### src/rtl/uart_pkg.sv
// -----------------------------------------------------------------------------
// uart_pkg
// Shared UART definitions: receiver state encoding, default oversampling
// factor and frame geometry. Users of uart_sender can import these as well.
// Ports: none (package).
// -----------------------------------------------------------------------------
package uart_pkg;

   // sample_en strobes per bit period unless a design overrides it
   localparam int OVERSAMPLE_DEFAULT = 16;

   // 8N1 framing
   localparam int DATA_BITS = 8;

   typedef enum logic [2:0] {
      IDLE      = 3'd0,
      START     = 3'd1,
      DATA      = 3'd2,
      STOP      = 3'd3,
      WAIT_IDLE = 3'd4
   } rx_state_t;

   // Last counter value before the middle of the start bit.
   function automatic int half_bit_last(input int oversample);
      return oversample / 2 - 1;
   endfunction

endpackage

### src/rtl/uart_receiver_if.sv
// -----------------------------------------------------------------------------
// uart_receiver_if
// Groups the receiver's line-side inputs and byte-side outputs.
//   sample_en  : oversampling strobe (one clk_in cycle wide)
//   rx_in      : asynchronous serial line, idle high
//   data_out   : last correctly framed byte
//   data_valid : one-cycle pulse when data_out is updated
//   frame_err  : one-cycle pulse when a stop bit is sampled low
//   busy       : receiver is not idle
// master drives the line/strobe, slave is the receiver.
// -----------------------------------------------------------------------------
interface uart_receiver_if;
   import uart_pkg::*;

   logic                 sample_en;
   logic                 rx_in;
   logic [DATA_BITS-1:0] data_out;
   logic                 data_valid;
   logic                 frame_err;
   logic                 busy;

   modport master (
      output sample_en, rx_in,
      input  data_out, data_valid, frame_err, busy
   );

   modport slave (
      input  sample_en, rx_in,
      output data_out, data_valid, frame_err, busy
   );

endinterface

### src/rtl/uart_sync.sv
// -----------------------------------------------------------------------------
// uart_sync
// Two-flop synchronizer for the asynchronous serial line. Both flops reset to
// 1 (line idle) so a reset never looks like a start bit.
//   clk_in    : system clock
//   reset     : asynchronous, active-low
//   line      : asynchronous input
//   line_sync : synchronized output, 2 clk_in cycles latency
// -----------------------------------------------------------------------------
module uart_sync (
   input  logic clk_in,
   input  logic reset,
   input  logic line,
   output logic line_sync
);

   logic [1:0] sync_reg;

   always_ff @(posedge clk_in or negedge reset) begin
      if (!reset) begin
         sync_reg <= 2'b11;
      end else begin
         sync_reg <= {sync_reg[0], line};
      end
   end

   assign line_sync = sync_reg[1];

endmodule

### src/rtl/uart_receiver.sv
// -----------------------------------------------------------------------------
// uart_receiver
// 8N1 UART receiver, LSB first, oversampled by OVERSAMPLE sample_en strobes
// per bit. Start bit is confirmed at its middle; data and stop bits are then
// sampled one full bit period apart, i.e. also near their middles.
//   clk_in : system clock, rising edge
//   reset  : asynchronous, active-low
//   bus    : uart_receiver_if.slave (sample_en, rx_in in; data_out,
//            data_valid, frame_err, busy out)
// Parameter OVERSAMPLE must be even and >= 4.
// -----------------------------------------------------------------------------
module uart_receiver
   import uart_pkg::*;
#(
   parameter int OVERSAMPLE = OVERSAMPLE_DEFAULT
) (
   input  logic           clk_in,
   input  logic           reset,
   uart_receiver_if.slave bus
);

   localparam int CNT_W = $clog2(OVERSAMPLE);
   localparam logic [CNT_W-1:0] HALF_LAST = CNT_W'(half_bit_last(OVERSAMPLE));
   localparam logic [CNT_W-1:0] FULL_LAST = CNT_W'(OVERSAMPLE - 1);
   localparam logic [CNT_W-1:0] CNT_ONE   = CNT_W'(1);

   logic                 rx_sync;

   rx_state_t            state_reg,  state_next;
   logic [CNT_W-1:0]     cnt_reg,    cnt_next;
   logic [2:0]           bit_reg,    bit_next;
   logic [DATA_BITS-1:0] shift_reg,  shift_next;
   logic [DATA_BITS-1:0] data_reg,   data_next;
   logic                 valid_reg,  valid_next;
   logic                 err_reg,    err_next;

   uart_sync u_sync (
      .clk_in    (clk_in),
      .reset     (reset),
      .line      (bus.rx_in),
      .line_sync (rx_sync)
   );

   always_ff @(posedge clk_in or negedge reset) begin
      if (!reset) begin
         state_reg <= IDLE;
         cnt_reg   <= '0;
         bit_reg   <= '0;
         shift_reg <= '0;
         data_reg  <= '0;
         valid_reg <= 1'b0;
         err_reg   <= 1'b0;
      end else begin
         state_reg <= state_next;
         cnt_reg   <= cnt_next;
         bit_reg   <= bit_next;
         shift_reg <= shift_next;
         data_reg  <= data_next;
         valid_reg <= valid_next;
         err_reg   <= err_next;
      end
   end

   // Everything advances only on sample_en; pulses default low so they last
   // exactly one cycle after the deciding strobe.
   always_comb begin
      state_next = state_reg;
      cnt_next   = cnt_reg;
      bit_next   = bit_reg;
      shift_next = shift_reg;
      data_next  = data_reg;
      valid_next = 1'b0;
      err_next   = 1'b0;

      if (bus.sample_en) begin
         case (state_reg)
            IDLE: begin
               if (!rx_sync) begin
                  state_next = START;
                  cnt_next   = '0;
               end
            end

            START: begin
               if (cnt_reg == HALF_LAST) begin
                  cnt_next = '0;
                  if (!rx_sync) begin
                     state_next = DATA;
                     bit_next   = '0;
                  end else begin
                     // line went back high before mid start bit: glitch
                     state_next = IDLE;
                  end
               end else begin
                  cnt_next = cnt_reg + CNT_ONE;
               end
            end

            DATA: begin
               if (cnt_reg == FULL_LAST) begin
                  cnt_next   = '0;
                  shift_next = {rx_sync, shift_reg[DATA_BITS-1:1]};
                  if (bit_reg == 3'd7) begin
                     state_next = STOP;
                     bit_next   = '0;
                  end else begin
                     bit_next = bit_reg + 3'd1;
                  end
               end else begin
                  cnt_next = cnt_reg + CNT_ONE;
               end
            end

            STOP: begin
               if (cnt_reg == FULL_LAST) begin
                  cnt_next = '0;
                  if (rx_sync) begin
                     data_next  = shift_reg;
                     valid_next = 1'b1;
                     state_next = IDLE;
                  end else begin
                     err_next   = 1'b1;
                     state_next = WAIT_IDLE;
                  end
               end else begin
                  cnt_next = cnt_reg + CNT_ONE;
               end
            end

            WAIT_IDLE: begin
               // a held-low line (break) parks here without further errors
               if (rx_sync) begin
                  state_next = IDLE;
               end
            end

            default: begin
               state_next = IDLE;
               cnt_next   = '0;
               bit_next   = '0;
            end
         endcase
      end
   end

   assign bus.data_out   = data_reg;
   assign bus.data_valid = valid_reg;
   assign bus.frame_err  = err_reg;
   assign bus.busy       = (state_reg != IDLE);

endmodule

### src/flat_wrapper.sv
// flat-port wrapper written by rule: the top's interface ports become plain ports
module uart_receiver_flat import uart_pkg::*;
#(
   parameter int OVERSAMPLE = OVERSAMPLE_DEFAULT
)
  (clk_in, reset, bus_sample_en, bus_rx_in, bus_data_out, bus_data_valid, bus_frame_err, bus_busy);
  uart_receiver_if bus_i ();
  input  logic clk_in;
  input  logic reset;
  input wire logic [$bits(bus_i.sample_en)-1:0] bus_sample_en;
  input wire logic [$bits(bus_i.rx_in)-1:0] bus_rx_in;
  output wire logic [$bits(bus_i.data_out)-1:0] bus_data_out;
  output wire logic [$bits(bus_i.data_valid)-1:0] bus_data_valid;
  output wire logic [$bits(bus_i.frame_err)-1:0] bus_frame_err;
  output wire logic [$bits(bus_i.busy)-1:0] bus_busy;
  assign bus_i.sample_en = bus_sample_en;
  assign bus_i.rx_in = bus_rx_in;
  assign bus_data_out = bus_i.data_out;
  assign bus_data_valid = bus_i.data_valid;
  assign bus_frame_err = bus_i.frame_err;
  assign bus_busy = bus_i.busy;
  uart_receiver #(.OVERSAMPLE(OVERSAMPLE)) u_core (.clk_in(clk_in), .reset(reset), .bus(bus_i));
endmodule
### config.mk
export PLATFORM = sky130hd
export DESIGN_NAME = uart_receiver_flat
export DESIGN_NICKNAME = d
export VERILOG_FILES = /design/src/rtl/uart_pkg.sv /design/src/rtl/uart_receiver_if.sv /design/src/rtl/uart_sync.sv /design/src/rtl/uart_receiver.sv /design/src/flat_wrapper.sv
export SDC_FILE = /design/constraint.sdc
export NUM_CORES = 1
export LEC_CHECK = 0
export CAP_MARGIN = 15
export CORE_MARGIN = 8
export CORE_UTILIZATION = 50
export DETAILED_ROUTE_END_ITERATION = 10
export PLACE_DENSITY_LB_ADDON = 0.1
export RECOVER_POWER = 100
export SLEW_MARGIN = 10
export SYNTH_ARGS = -nofsm -noshare
export SYNTH_HDL_FRONTEND = slang
export SYNTH_SLANG_ARGS = --single-unit
### constraint.sdc
create_clock -name clk_in -period 3.4 [get_ports clk_in]
set_input_delay 1.02 -clock clk_in [delete_from_list [all_inputs] [get_ports clk_in]]
set_output_delay 1.02 -clock clk_in [all_outputs]
set_load 0.01 [all_outputs]
* After elaboration in Yosys (flattened, before gate mapping)
Cells that the tools add are included.
** Operators by class
- Add/sub/neg operators :: 2
- Multiply operators :: 0
- Divide/modulo/power cells :: 0
- Order comparisons :: 0
- Equality and inequality tests :: 14
- Shifts and indexed selects :: 0
- Multiplexer cells :: 26
- Bitwise gates (word level) :: 2
- Reductions and logical operators :: 9
** Operator list (number)
- 2-to-1 mux 3 bit :: 11
- case mux 4 bit (4 select lines) :: 1
- case mux 3 bit (5 select lines) :: 1
- 2-to-1 mux 4 bit :: 3
- case mux 3 bit (3 select lines) :: 1
- 2-to-1 mux 1 bit :: 8
- != test 2 x 1 -> 1 bit, second input constant :: 4
- AND reduction 7 bit :: 1
- equality test 3 x 2 -> 1 bit, second input constant :: 2
- equality test 3 bit, second input constant :: 2
- != test 2 bit, second input constant :: 3
- AND reduction 3 bit :: 2
- AND reduction 5 bit :: 1
- adder 4 x 1 -> 4 bit, second input constant :: 1
- equality test 4 x 3 -> 1 bit, second input constant :: 1
- equality test 4 bit, second input constant :: 1
- AND reduction 4 bit :: 1
- adder 3 x 1 -> 3 bit, second input constant :: 1
- equality test 3 x 1 -> 1 bit, second input constant :: 1
- zero test 3 bit :: 1
- nonzero test 3 bit :: 1
- OR reduction 3 bit :: 1
- 2-to-1 mux 2 bit :: 1
- NOT 1 bit :: 2
- OR reduction 2 bit :: 1
** Word-level totals
- Flip-flop bits (word level) :: 30
- Latch bits :: 0
- Memory bits (writable) :: 0
- ROM bits :: 0
- Input port bits :: 4
- Output and inout port bits :: 11
- Logic and storage cells :: 61
- Memories kept :: 0

* Depth between registers and ports, before layout
Gate-level depths: netlist of run 1.
- Word-level depth :: 4
- Gate-level depth with buffers :: 5
- Gate-level depth less buffers :: 5

* By module
From an unflattened synthesis of run 1, not the netlist that was laid out.
** Unflattened totals
- Cells, all modules :: 101
- Area total of the unflattened synthesis :: 1342.5 µm²
** By module, submodules not included
- uart_receiver :: instances 1, cells each 99, area each 1290.0 µm², sequential area each 700.7 µm²
- uart_sync :: instances 1, cells each 2, area each 52.6 µm², sequential area each 52.6 µm²

* Worst setup path after synthesis of run 1
No wires, ideal clock.
- Path kind :: input to register
- Start point :: input bus_sample_en
- End point :: register u_core.data_reg[0] (netlist: u_core.bus.data_out[0])
- Setup time :: 128 ps
- Arrival :: 1912 ps
- Data required time :: 3272 ps
- Setup slack :: 1360 ps
- Stages :: 4
- Path buffers :: 0
- Path through :: nand2b_1 > nor2_1 > nand4_2 > mux2_1
** On the way
- Longest elaborated chain between the ends :: 1
** Ends and longest elaborated chain
- start, declared :: line flat_wrapper.sv:10 : input wire logic [$bits(bus_i.sample_en)-1:0] bus_sample_en;
- AND reduction 4 bit (no source line)
- end signal, assigned :: line uart_receiver.sv:58 : data_reg <= data_next;
- end, declared :: line uart_receiver.sv:33 : logic [DATA_BITS-1:0] data_reg, data_next;
Every way passes these cells.
A chain may end at the register's enable or synchronous reset.

* Worst setup path after layout of run 1
- Start point :: register u_core.state_reg[2]
- End point :: output bus_busy
** On the way
- Longest elaborated chain between the ends :: 1
** Ends and longest elaborated chain
- start, declared :: line uart_receiver.sv:29 : rx_state_t state_reg, state_next;
- start signal, assigned :: line uart_receiver.sv:54 : state_reg <= state_next;
- nonzero test 3 bit :: line uart_receiver.sv:149 : assign bus.busy = (state_reg != IDLE);
- end, declared :: line flat_wrapper.sv:15 : output wire logic [$bits(bus_i.busy)-1:0] bus_busy;
Every way passes these cells.

==> impl_metrics.yaml, run 1 <==
finish:
  area_growth_syn_to_layout_pct: 14.9
  nFillCells: 232
  nNetsFinal: 133
  drive_gt1_frac: 0.110
  layout_commonest_cell: "dfrtp_1"
  num_antenna_cells: 0
  final_cells: 158
  final_cell_mix: "28 x dfrtp_1, 17 x mux2_1, 14 x dlygate4sd3_1"
detailed_routing:
  vias: 861
  remaining_drc_errors: 0
  postRouteAntennaNets: 0
  vias_per_cell: 5.45
  dr.pass1.iters: 4
  routedWlPerCell_um: 14.8
  drt_iter0_drc: 31
  wirelength_um: 2340
sta:
  slew_violations: 31
  slew_headroom: -0.0389
  fin_skew_ns: 0.00964
  fin_crit_ns: 2.70
  fmax_mhz: 371
  setup_viol: 0
  period_share: 0.793
  rsz0062_at_grt: "no"
  worstMarginPinSlew_ns: 1.56
  finalHoldViolations: 0
  setup-tns-final_ns: 0
place:
  io_buffers: 14
  dp.cells: 150
  gp_congestion: 0.813
  dpl.hpwl_um: 1690
synthesis:
  synthMuxAreaShare: 0.171
  synthesis.area_um2: 1380
  synth_warnings: 0
  synth_area_leaders: "dfrtp_1 51%, mux2_1 14%, dfstp_2 3.8%, ha_1 2.7%, nand2_1 2.4%"
  synth-compound-area-share: 0.0879
  synthDistinctLibCells: 32
  synth_cells: 107
  synthAdderAreaFrac: 0.0272
  ys_ff_latch: 30
  synth_area_per_cell_um2: 12.9
  synth_top_family_by_area: "multiplexers"
  synth-simple-area-share: 0.132
  synth-xor-area-share: 0.00635
  ys_seq_area_frac: 0.546
  syn_nets: 114
  yosys.area.top_type: "dfrtp_1"
  synth_top_area_share: 0.508
clock_network:
  path_clk_slew_ns: 0.10
  post_cts_buffers: 0
  root_buffer: "clkbuf_4"
  cts_tree: "done"
  htreeDepth: 2
  cts-hold-fix-buffers: 0
  clock_latency_ns: 0.32
  cts_num_sinks: 30
  ctsResizeCount: 0
  cts_inserted_buffers: 5
  clk_path_buf_depth: 2
critical_path:
  critPathKind: "reg -> out"
  cp_data_required_time_ns: 2.38
  worstRegToRegCells: 5
  crit_arrival_ns: 1.68
  worstSetupEndpointType: "output pin"
  critPathMaxFanout: 11
  rr_startpoint: "u_core.cnt_reg[0]"
  start_kind: "flop"
  r2r_slack_ns: 1.29
  startpoint: "u_core.state_reg[2]"
  endpoint: "bus_busy"
  r2r-end: "u_core.bit_reg[0]"
outcome:
  violations: "capacitance limit, slew limit"
  status: "finished, violations left"
grt:
  grt_max_degree: 31
  antenna_found_initial: 0
  overflow: 0
  grt_pass1_vias: 895
  grt_pass1_wl_um: 4100
  track_usage: 0.118
floorplan:
  initial_utilization: 0.514
  rows: 19
  core-area_um2: 2690
  die_h_um: 68.5
  fp.dieArea_um2: 4700
  die_w_um: 68.5
  io_pins: 15
pwr:
  ir_worst_vdd_uv: 450
  power_density_nw_per_um2: 680
  power_leakage_nw: 0.788
flow_run:
  cap_violations: 1
hold_path:
  min_path_type: "reg -> reg"
## where the power goes
part | total [mW] | internal (mW) | leakage [nW] | switching, mW
logic | 0.300 | 0.154 | 0.350 | 0.146
registers | 0.507 | 0.417 | 0.399 | 0.0904
clock network | 0.270 | 0.156 | 0.0395 | 0.114
## kinds of logic after synthesis
logic type	after synthesis
flops	30
buf+inv	8
compound gates	13
fa+ha+maj	3
xor+xnor	1
simple gates	31
mux	21
## critical path: stages, from the launching register on
cell and delay (ns):
dfrtp_1 0.55, inv_1 0.13, nand2_1 0.08, dlygate4sd3_1 0.60
## metrics by stage
step | instance area [um^2] | setup WS [ns] | util | hold WS (ns) | power, mW
6_report | 1590 | 0.703 | 0.590 | 0.361 | 1.08
5_1_grt | 1590 | 0.506 | 0.590 | 0.367 | 1.15
4_1_cts | 1620 | 0.755 | 0.603 | 0.363 | 1.12
3_5_place_dp | 1550 | 0.558 | 0.575 | 0.347 | 0.848
3_3_place_gp | 1550 | 0.607 | 0.575 | 0.349 | 0.828
2_1_floorplan | 1380 | 1.36 | - | 0.345 | 0.775
## final cells by class
class / count / area, um^2 / area share
Sequential cell: 30 / 753 / 0.475
Multi-Input combinational cell: 69 / 556 / 0.350
Timing Repair Buffer: 15 / 144 / 0.0908
Clock buffer: 7 / 45.0 / 0.0284
Tap cell: 31 / 38.8 / 0.0245
Clock inverter: 1 / 30.0 / 0.0189
Inverter: 5 / 18.8 / 0.0118
## worst min-delay path by stage
stage | start | end | slack [ns] | depth (start not counted)
after floorplan | u_core.u_sync.sync_reg[0] | u_core.u_sync.sync_reg[1] | 0.35 | 0
after global placement | u_core.u_sync.sync_reg[0] | u_core.u_sync.sync_reg[1] | 0.35 | 0
after detailed placement | u_core.u_sync.sync_reg[0] | u_core.u_sync.sync_reg[1] | 0.35 | 0
after CTS | u_core.u_sync.sync_reg[0] | u_core.u_sync.sync_reg[1] | 0.36 | 0
after global routing | u_core.u_sync.sync_reg[0] | u_core.u_sync.sync_reg[1] | 0.37 | 0
final | u_core.u_sync.sync_reg[0] | u_core.u_sync.sync_reg[1] | 0.36 | 0
## cells in the mapped netlist
cell / n
or3b_4: 1
xnor2_1: 1
nand3b_1: 1
or2_1: 1
o311a_1: 1
buf_2: 2
inv_1: 5
o221ai_2: 1
mux2_1: 17
ha_1: 3
o32a_1: 1
mux2i_1: 3
a32o_1: 2
nand2b_4: 1
a22o_1: 3
buf_6: 1
a211oi_4: 1
o21ai_1: 2
nand2_1: 9
nand3_2: 1
nor3b_1: 1
mux2_4: 1
nor3_1: 2
dfrtp_1: 28
nor3_4: 1
nand4_2: 1
or2_2: 1
dfstp_2: 2
nand3_1: 1
nor2_1: 8
o21ai_0: 2
nand2b_1: 2
## routing by layer
layer / vias to the layer above / part of all wire / GRT usage
li1: 417 / - / -
met1: 426 / 0.45 / 0.139
met2: 14 / 0.48 / 0.187
met3: 4 / 0.055 / 0.0404
met4: 0 / 0.017 / 0.0639
met5: - / 0 / 0
Note: power is estimated with default switching activity, not from simulation.
==> run 2, diff against run 1 <==
clock period = 2.5 ns   (was 3.4 ns; I/O delays follow)
==> impl_metrics.yaml, run 2 (synthesis results as in run 1) <==
floorplan:
  die_h_um: 68.5
  io_pins: 15
  core-area_um2: 2690
  fp.dieArea_um2: 4700
  die_w_um: 68.5
  rows: 19
  initial_utilization: 0.514
clock_network:
  path_clk_slew_ns: 0.09
  cts_inserted_buffers: 5
  htreeDepth: 2
  ctsResizeCount: 0
  cts_num_sinks: 30
  cts_tree: "done"
  cts-hold-fix-buffers: 0
  root_buffer: "clkbuf_4"
  clk_path_buf_depth: 2
  post_cts_buffers: 0
  clock_latency_ns: 0.32
pwr:
  p_switching_mw: 0.480
  totalPowerFinal_mw: 1.36
  seqPwrFrac: 0.503
  comb_power_share: 0.304
  power_leakage_nw: 0.793
  ir_worst_vdd_uv: 594
  p_sw_frac: 0.353
  cellInternalPower_mw: 0.882
  clkPwrFrac: 0.193
  power_density_nw_per_um2: 864
critical_path:
  critPathKind: "reg -> out"
  cp_data_required_time_ns: 1.75
  startpoint: "u_core.state_reg[2]"
  crit_arrival_ns: 1.63
  start_kind: "flop"
  critPathMaxFanout: 11
  worstSetupEndpointType: "output pin"
  rr_startpoint: "u_core.cnt_reg[0]"
finish:
  nNetsFinal: 136
  area_growth_syn_to_layout_pct: 14.3
  final_cells: 161
  layout_commonest_cell: "dfrtp_1"
  drive_gt1_frac: 0.123
  final_cell_area_um2: 1580
  num_antenna_cells: 0
  final_cell_mix: "28 x dfrtp_1, 17 x mux2_1, 13 x dlygate4sd3_1"
place:
  gp_congestion: 0.770
  dp.cells: 153
  io_buffers: 14
  dpl_cell_area_um2: 1570
  dpl.hpwl_um: 1720
sta:
  period_share: 0.951
  fin_crit_ns: 2.38
  slew_violations: 0
  rsz0062_at_grt: "no"
  slew_headroom: 0.523
  fin_skew_ns: 0.0108
  setup-tns-final_ns: 0
  fmax_mhz: 421
  hold_slack_ns: 0.358
  setup_viol: 0
  finalHoldViolations: 0
  worstMarginPinSlew_ns: 0.715
detailed_routing:
  drt_iter0_drc: 28
  dr.pass1.iters: 4
  postRouteAntennaNets: 0
  wirelength_um: 2370
  vias_per_cell: 5.47
  vias: 881
  routedWlPerCell_um: 14.7
  remaining_drc_errors: 0
hold_path:
  min_from: "u_core.u_sync.sync_reg[0]"
  min_path_type: "reg -> reg"
grt:
  grt_max_degree: 31
  track_usage: 0.125
  overflow: 0
  antenna_found_initial: 0
  grt_pass1_wl_um: 4370
  grt_pass1_vias: 957
outcome:
  status: "complete, no violations"
flow_run:
  cap_violations: 0
-- run 2: changes by cell type in the layout (fill, tap and decap cells not counted), sizes merged --
cell | before | now
clkinv | 0 | 2
dlygate4sd3 | 14 | 13
clkdlybuf4s50 | 0 | 1
clkbuf | 8 | 10
bufinv | 1 | 0
-- run 2: final timing paths --
kind	to	slack [ns]	cells after the start
max	bus_busy	0.12	3
min	u_core.u_sync.sync_reg[1]	0.36	0
max reg2reg	u_core.bus.data_out[5]	0.43	5
min reg2reg	u_core.u_sync.sync_reg[1]	0.36	0
max in group asynchronous	u_core.shift_reg[3]	1.04	2
min in group asynchronous	u_core.bus.data_valid	1.00	2
-- run 2: layer usage --
| layer | global-route usage | vias up | share of wire |
|---|---|---|---|
| met5 | 0 | - | 0 |
| met4 | 0.0537 | 0 | 0.013 |
| met3 | 0.0565 | 5 | 0.067 |
| met2 | 0.197 | 19 | 0.49 |
| met1 | 0.143 | 434 | 0.43 |
| li1 | - | 423 | - |
-- run 2: stage by stage --
step	util	worst slack, ns
after global routing	0.587	0.0189
final	0.587	0.123
after detailed placement	0.584	0.149
after floorplan	-	0.730
after global placement	0.584	0.143
after CTS	0.603	0.110
-- run 2: critical path, cell delays in order, from the launching register on --
cell and delay, ns:
dfrtp_1 0.55, inv_1 0.14, nand2_1 0.09, clkdlybuf4s50_1 0.53
-- run 2: power by group through the flow --
stage / Combinational (mW) / Clock (mW) / Sequential [mW]
after floorplan: 0.422 / 0 / 0.632
after global placement: 0.435 / 0 / 0.695
after detailed placement: 0.451 / 0 / 0.699
after CTS: 0.457 / 0.273 / 0.690
after global routing: 0.470 / 0.302 / 0.706
final: 0.414 / 0.263 / 0.686
-- run 2: area by class of cell --
| class | count | area [um^2] |
|---|---|---|
| inverter | 5 | 18.8 |
| sequential | 30 | 753 |
| timing repair buffer | 18 | 156 |
| clock inverter | 2 | 10.0 |
| fill | 241 | 1110 |
| clock buffer | 6 | 41.3 |
| multi-input combinational | 69 | 559 |
| tap | 31 | 38.8 |
